[src/rtl/match_grid_engine.sv]
// match_grid_engine: ROWS x COLS tile-matching game controller with mirror tiles,
// a timed reveal of mismatched pairs and a saturating move counter.
module match_grid_engine #(
    parameter int ROWS = 4,
    parameter int COLS = 4,
    parameter int SYM_W = 3,
    parameter logic [ROWS*COLS*SYM_W-1:0] ANSWER = {3'd7, 3'd7, 3'd0, 3'd1, 3'd6, 3'd6, 3'd5, 3'd5,
                                                    3'd4, 3'd4, 3'd3, 3'd3, 3'd1, 3'd2, 3'd2, 3'd0},
    parameter logic [ROWS*COLS-1:0] MIRROR_INIT = 16'h8208,
    parameter int HOLD_CYCLES = 50_000_000,
    parameter int MOVE_W = 8,
    localparam int N = ROWS*COLS,
    localparam int IDX_W = $clog2(N)
) (
    input  logic              clk,
    input  logic              rst,
    input  logic              start,
    input  logic              sel_valid,
    input  logic [IDX_W-1:0]  sel_idx,
    input  logic              sel_mirror,
    input  logic              confirm,
    input  logic              hint,
    output logic [N-1:0]      flipped,
    output logic [N-1:0]      mirrored,
    output logic [N-1:0]      reveal,
    output logic              hint_on,
    output logic              pass,
    output logic [2:0]        state,
    output logic [MOVE_W-1:0] moves
);
    localparam int CNT_W = HOLD_CYCLES > 1 ? $clog2(HOLD_CYCLES) : 1;
    localparam logic [IDX_W:0] N_L = (IDX_W+1)'(N);

    typedef enum logic [2:0] {INIT = 3'd0, SHOW = 3'd1, GAME = 3'd2, HOLD = 3'd3, FINISH = 3'd4} state_t;

    state_t             state_q, state_d;
    logic [N-1:0]       flipped_q, flipped_d, mirrored_q, mirrored_d, reveal_q, reveal_d;
    logic [MOVE_W-1:0]  moves_q, moves_d;
    logic [IDX_W-1:0]   a_q, a_d, b_q, b_d;
    logic               a_v_q, a_v_d, b_v_q, b_v_d;
    logic [CNT_W-1:0]   cnt_q, cnt_d;
    logic               sel_ok, match;

    function automatic logic [SYM_W-1:0] sym(input logic [IDX_W-1:0] i);
        return ANSWER[i*SYM_W +: SYM_W];
    endfunction

    // Out-of-range indices only exist when N is not a power of two.
    assign sel_ok = sel_valid && ({1'b0, sel_idx} < N_L) && !flipped_q[sel_idx];
    assign match = sym(a_q) == sym(b_q) && !mirrored_q[a_q] && !mirrored_q[b_q];

    always_comb begin
        state_d = state_q;
        flipped_d = flipped_q;
        mirrored_d = mirrored_q;
        reveal_d = reveal_q;
        moves_d = moves_q;
        a_d = a_q;
        b_d = b_q;
        a_v_d = a_v_q;
        b_v_d = b_v_q;
        cnt_d = cnt_q;
        case (state_q)
            INIT: if (start) begin
                state_d = SHOW;
                reveal_d = '1;
            end
            SHOW: if (start) begin
                state_d = GAME;
                reveal_d = '0;
                a_v_d = 1'b0;
                b_v_d = 1'b0;
            end
            GAME: if (&flipped_q) begin
                state_d = FINISH;
                mirrored_d = '0;
                reveal_d = '0;
            end else if (!hint && confirm) begin
                if (a_v_q && b_v_q) begin
                    moves_d = &moves_q ? moves_q : moves_q + MOVE_W'(1);
                    if (match) begin
                        flipped_d[a_q] = 1'b1;
                        flipped_d[b_q] = 1'b1;
                        reveal_d = '0;
                        a_v_d = 1'b0;
                        b_v_d = 1'b0;
                    end else begin
                        state_d = HOLD;
                        cnt_d = CNT_W'(HOLD_CYCLES - 1);
                    end
                end else begin
                    reveal_d = '0;
                    a_v_d = 1'b0;
                    b_v_d = 1'b0;
                end
            end else if (!hint && sel_ok) begin
                if (sel_mirror) begin
                    mirrored_d[sel_idx] = ~mirrored_q[sel_idx];
                    reveal_d[sel_idx] = 1'b1;
                end else if (!a_v_q) begin
                    a_d = sel_idx;
                    a_v_d = 1'b1;
                    reveal_d[sel_idx] = 1'b1;
                end else if (sel_idx != a_q && !b_v_q) begin
                    b_d = sel_idx;
                    b_v_d = 1'b1;
                    reveal_d[sel_idx] = 1'b1;
                end
            end
            HOLD: if (cnt_q == '0) begin
                state_d = GAME;
                reveal_d = '0;
                a_v_d = 1'b0;
                b_v_d = 1'b0;
            end else begin
                cnt_d = cnt_q - CNT_W'(1);
            end
            FINISH: begin
                flipped_d = start ? '0 : '1;
                mirrored_d = start ? MIRROR_INIT : '0;
                reveal_d = '0;
                moves_d = start ? '0 : moves_q;
                a_v_d = 1'b0;
                b_v_d = 1'b0;
                state_d = start ? INIT : FINISH;
            end
            default: state_d = INIT;
        endcase
    end

    always_ff @(posedge clk or negedge rst) begin
        if (!rst) begin
            state_q <= INIT;
            flipped_q <= '0;
            mirrored_q <= MIRROR_INIT;
            reveal_q <= '0;
            moves_q <= '0;
            a_q <= '0;
            b_q <= '0;
            a_v_q <= 1'b0;
            b_v_q <= 1'b0;
            cnt_q <= '0;
        end else begin
            state_q <= state_d;
            flipped_q <= flipped_d;
            mirrored_q <= mirrored_d;
            reveal_q <= reveal_d;
            moves_q <= moves_d;
            a_q <= a_d;
            b_q <= b_d;
            a_v_q <= a_v_d;
            b_v_q <= b_v_d;
            cnt_q <= cnt_d;
        end
    end

    assign flipped = flipped_q;
    assign mirrored = mirrored_q;
    assign reveal = reveal_q;
    assign moves = moves_q;
    assign state = state_q;
    assign hint_on = state_q == GAME && hint;
    assign pass = state_q == FINISH;
endmodule

[config.mk]
export PLATFORM = sky130hd
export DESIGN_NAME = match_grid_engine
export DESIGN_NICKNAME = d
export VERILOG_FILES = /design/src/rtl/match_grid_engine.sv
export SDC_FILE = /design/constraint.sdc
export NUM_CORES = 1
export LEC_CHECK = 0
export ABC_CLOCK_PERIOD_IN_PS = 4900
export CAP_MARGIN = 20
export CELL_PAD_IN_SITES_DETAIL_PLACEMENT = 1
export CELL_PAD_IN_SITES_GLOBAL_PLACEMENT = 2
export CORE_ASPECT_RATIO = 1.2
export CORE_MARGIN = 1
export CORE_UTILIZATION = 38
export CTS_CLUSTER_DIAMETER = 50
export DETAILED_ROUTE_END_ITERATION = 12
export GPL_ROUTABILITY_DRIVEN = 0
export HOLD_SLACK_MARGIN = 0.03
export PLACE_DENSITY_LB_ADDON = 0.1
export SYNTH_ARGS = -nofsm -noshare
export SYNTH_HDL_FRONTEND = slang
export SYNTH_SLANG_ARGS = --single-unit
[constraint.sdc]
create_clock -name clk -period 4.9 [get_ports clk]
set_input_delay 0.735 -clock clk [delete_from_list [all_inputs] [get_ports clk]]
set_output_delay 0.735 -clock clk [all_outputs]
set_load 0.1 [all_outputs]
**After elaboration in Yosys (flattened, before gate mapping)**

Cells that the tools add are included.

- Register bits after elaboration: 95
- Output and inout port bits: 61
- Logic and storage cells: 171

- Magnitude comparators: 6
- Shifts and indexed selects: 2
- Multiplexer cells: 76
- $mul: 2
- Reduce and logical (&&, ||, !) cells: 34
- Bitwise operators: 8
- Eq/ne operators: 31
- Add/subtract/negate cells: 2

Operators with widths:

| kind | number |
|---|---|
| 2-to-1 mux 16 bit | 21 |
| 2-to-1 mux 26 bit | 5 |
| variable part select 48 x 7 -> 3 bit, first input constant | 2 |
| one-hot mux 16 bit (5 select lines) | 1 |
| one-hot mux 16 bit (2 select lines) | 2 |
| one-hot mux 26 bit (2 select lines) | 1 |
| OR 16 bit | 3 |
| 2-to-1 mux 8 bit | 5 |
| != test 3 bit, second input constant | 10 |
| logical NOT 26 bit | 1 |
| subtractor 26 x 1 -> 26 bit, second input constant | 1 |
| 2-to-1 mux 3 bit | 8 |
| AND reduction 6 bit | 4 |
| != test 2 bit, second input constant | 11 |
| 2-to-1 mux 1 bit | 21 |
| AND reduction 7 bit | 3 |
| binary-select mux 1 bit (select 4 bit) | 4 |
| bitwise mux 16 bit | 1 |
| one-hot mux 8 bit (2 select lines) | 1 |
| AND reduction 16 bit | 1 |
| < comparator 4 x 5 -> 1 bit, second input constant | 3 |
| one-hot mux 3 bit (5 select lines) | 1 |
| demux 1 bit (select 4 bit) | 3 |
| >= comparator 4 x 1 -> 1 bit, second input constant | 3 |
| other kinds (22) | 45 |

**Longest topological paths before layout**

- Depth after elaboration: 12
- Gate-level depth with buffers: 12
- Mapped depth without buffers: 9

**Worst setup path after synthesis**

OpenSTA, ideal clock, no wires.

- Kind: flip-flop to output port
- Start point: register state_q[2] (netlist: state[2])
- End point: output pass
- Cell stages (with the launch flop): 4
- Setup slack: 1.336 ns
- Data required time: 4.165 ns
- Arrival time: 2.829 ns
- Path through: dfrtp_1 inv_1 nor3_1 clkbuf_1

- Word-level cells in the longest chain between the ends: 1

RTL lines:

| what | line | source |
|---|---|---|
| start: declaration | 36 | `state_t state_q, state_d;` |
| start signal: assignment | 144 | `state_q <= state_d;` |
| equality test 3 bit | 163 | `assign pass = state_q == FINISH;` |
| end: declaration | 27 | `output logic pass,` |

Every way passes these cells.

**Worst setup path in the final report**

- Start point: register a_q[0]
- End point: register reveal_q[1] (netlist: reveal[1])

- Word-level cells in the longest chain between the ends: 7
- Elaborated cells on any way between the ends: 13
- Those cells by class: mul (1); eq/ne (4); shift (1); mux (2); reduce/logical (5)

RTL lines:

| what | line | source |
|---|---|---|
| start: declaration | 39 | `logic [IDX_W-1:0] a_q, a_d, b_q, b_d;` |
| start signal: assignment | 138 | `a_q <= '0;` |
| start signal: assignment | 149 | `a_q <= a_d;` |
| multiplier 4 x 2 -> 6 bit / binary-select mux 1 bit (select 4 bit) (equally long branches) | 45, 50 |  |
| variable part select 48 x 7 -> 3 bit / 2-to-1 mux 1 bit (equally long branches) | 45, 50 |  |
| equality test 3 bit / logical NOT 1 bit (equally long branches) | 50 | `assign match = sym(a_q) == sym(b_q) && !mirrored_q[a_q] && !mirrored_q[b_q];` |
| logical AND 1 bit (2 in a row) | 50 |  |
| != test 5 bit (no line) | -- |  |
| AND reduction 7 bit (no line) (*) | -- |  |
| end signal: assignment | 147 | `reveal_q <= reveal_d;` |
| end: declaration | 37 | `logic [N-1:0] flipped_q, flipped_d, mirrored_q, mirrored_d, reveal_q, reveal_d;` |

Every way passes the cells marked *; elsewhere a longest branch is shown, timed or not. The select of a mux whose other input is x is not followed.
A chain may end at the register's enable or synchronous reset.

==> run summary <==
status -> finished clean
multi-input logic area -> 3240 sq um
M1 WL -> 8.12 mm
I/O pins -> 72
setup tns final -> 0 ps
Area contributors post-synth -> dfrtp_1 (39%), mux4_2 (5.3%), nor2_1 (4.3%)
via count -> 5273
WP buf/inv -> 0
Pint -> 1.91 mW
Core Region -> 15100 sq um
H-tree Lvls -> 3
total grt overflow -> 0
Comb pwr share -> 0.435
Highest Signal Layer -> met4
Final ANT Viol Nets -> 0
CP Max Fanout -> 16
Worst Hold Class -> in2async
Required @ worst endpoint -> 5150 ps
Post-synth ARST share -> 1.00
ranking of synthesized cells by instance count -> dfrtp_1 (92), nor2_1 (68), nand2_1 (54)
Critical Path Source Type -> register
delay-heaviest family, CP -> simple AND/OR/NAND/NOR gates
Max-slew headroom -> 0.326
I/O Buffers -> 71
Post-CTS Resized -> 0
CP Class -> reg2reg
Reg area -> 2380 sq um
Worst Slack Setup Final -> 1080 ps
synth warn -> 0
Starting DRT DRC Count -> 229
DR WL met3 -> 548 um
remaining routing DRC violations -> 0
worst slew pin tran -> 1010 ps
mapped cell area -> 5900 sq um
CTS Buf Count -> 9
Maximum Capacitance Violations -> 0
Nets -> 713
Pre-Repair DR Iteration Count -> 4
Leak Pwr -> 2.62 nW
minimum clock period -> 3820 ps
Slew Viols, Final -> 0
Final setup viols -> 0
die height -> 138 um
starting density of the core -> 0.391
width of the die -> 116 um
Max Clk Rate -> 262 MHz
Synthesized Nets -> 663
# fillers -> 1764
fin crit share -> 0.779
vias in the first global route -> 5561
r2r setup slk -> 1080 ps
initial antenna violation count -> 0
CP Capture Type -> register
Crit-path slowest cell -> or4_1
Area growth syn-to-layout -> 20.4%
Global Route Usage Sum -> 0.246
CTS tree -> done
# Post-CTS Setup Buffers -> 0
post-synthesis sequential area ratio -> 0.404
Via density -> 5.87
Sw Pwr -> 1.60 mW
Max VDD drop -> 420 uV
global-route wire length before repair -> 30.4 mm
Seq pwr share -> 0.335
EDFF count, synth -> 0
final hold vios -> 0
total power -> 3.52 mW
clock share of power -> 0.231
switching part of the total -> 0.456
n_diodes -> 0
CTS root buf -> clkbuf_16
clock slew at reported path FFs -> 70 ps
clock sink count -> 95
#FFs+latches synth -> 95
Clk Latency, worst-skew pair -> 350 ps
Netlist cell types -> 57
Power per Cell Area -> 495 nW/um^2
Yosys top cell area share -> 0.390
top-count cell post-synth -> dfrtp_1
Place WS -> 847 ps
Cell Rows -> 49
RSZ-0062 raised after global routing -> no
Clock Path Buffers -> 2
Post-CTS Hold Buffers -> 0
share of cells above drive strength 1 -> 0.111
syn avg cell area -> 9.22 sq um
leading area contributor after synthesis -> dfrtp_1
Post-Syn Instances -> 640
WL met2 -> 9.27 mm
Routed wire per std cell -> 20.6 um
Post-DP HPWL -> 13.4 mm
critical path, cell by cell -> ha_1 > or3b_2 > o221a_2 > nand3_1 > nor4b_2 > a21boi_1 > or4_1 > a211oi_1
largest net degree at the start of global routing -> 65
crit path DAT -> 4070 ps
clk_skew -> 7.82 ps
Primary FF master, synth -> dfrtp_1
die area -> 16000 sq um
final wirelength -> 18.5 mm
Critical Path Max Stage Delay -> 960 ps
-- layout by cell type (no fill, tap or decap), types with 5 or more instances in the layout --
cell type,count
nor3_1,36
nand2b_1,11
a32oi_1,6
and3_1,5
nor2b_1,10
o21ai_0,44
ha_1,12
a211oi_2,10
mux2_2,14
a22oi_1,13
buf_4,12
a21oi_1,21
a211oi_1,6
nand2_1,54
xnor2_1,15
nand3_1,15
mux4_2,14
and2_1,5
o31a_1,16
nand4_1,9
nor4_1,13
dfrtp_1,92
clkdlybuf4s50_1,70
or4_1,6
o31ai_1,14
or3_1,5
clkbuf_16,9
inv_1,25
nor2_1,68
o22ai_1,7
-- worst reg2reg max path: cells and delay by family (launching register included) --
family / cells / cell delay, ps
and+or+nand+nor: 4 / 1950
AOI/OAI and AO/OA: 3 / 780
DFF: 1 / 670
adders and majority gates: 1 / 330
-- stage by stage --
step | util | instance area (sq um) | hold WS, ps | instances
after floorplan | - | 5900 | 439 | 640
after global placement | 0.449 | 6770 | 488 | 883
after detailed placement | 0.449 | 6770 | 503 | 883
after CTS | 0.471 | 7100 | 518 | 899
after global routing | 0.471 | 7100 | 535 | 899
final | 0.471 | 7100 | 473 | 899
-- final timing paths --
check | start | endpoint | depth (start not counted)
max | a_q[0] | reveal[1] | 8
min | rst | cnt_q[21] | 1
max reg2reg | a_q[0] | reveal[1] | 8
min reg2reg | cnt_q[25] | cnt_q[25] | 1
max in group asynchronous | rst | reveal[9] | 2
min in group clk | cnt_q[25] | cnt_q[25] | 1
-- routing by layer --
| layer | GRT usage | vias up |
|---|---|---|
| li1 | - | 2455 |
| met4 | 0.110 | 0 |
| met5 | 0 | - |
| met1 | 0.319 | 2662 |
| met3 | 0.0333 | 38 |
| met2 | 0.405 | 118 |
-- kinds of logic (layout without fill, tap and decap cells) --
| group | after synthesis | after routing | share of synthesized area |
|---|---|---|---|
| AO/OA/AOI/OAI | 165 | 165 | 0.200 |
| XOR/XNOR | 18 | 18 | 0.0267 |
| adder cells (fa/ha/maj) | 12 | 12 | 0.0255 |
| buffers and inverters | 68 | 123 | 0.0482 |
| flip-flops | 95 | 95 | 0.404 |
| multiplexers | 32 | 32 | 0.0870 |
| AND/OR/NAND/NOR | 250 | 250 | 0.209 |
-- sequential cells by signal, summed over array words and instances (netlist names) --
signal / flops
a_q: 4
a_v_q: 1
mirrored: 16
flipped: 16
state: 3
reveal: 16
b_v_q: 1
cnt_q: 26
moves: 8
b_q: 4
-- area by class of cell --
cell class | count | area share
multi-input combinational | 477 | 0.457
sequential | 95 | 0.335
timing repair buffer | 82 | 0.111
tap | 204 | 0.0359
clock buffer | 10 | 0.0322
clock inverter | 6 | 0.0153
inverter | 25 | 0.0132
-- power groups by stage --
stage | clock (mW) | sequential (mW) | combinational, mW
6_report | 0.812 | 1.18 | 1.53
5_1_grt | 0.863 | 1.21 | 1.64
4_1_cts | 0.831 | 1.17 | 1.54
2_1_floorplan | 0 | 1.39 | 0.904
3_5_place_dp | 0 | 1.18 | 1.53
3_3_place_gp | 0 | 1.18 | 1.50
No activity file was read; power rests on OpenSTA's default activity.
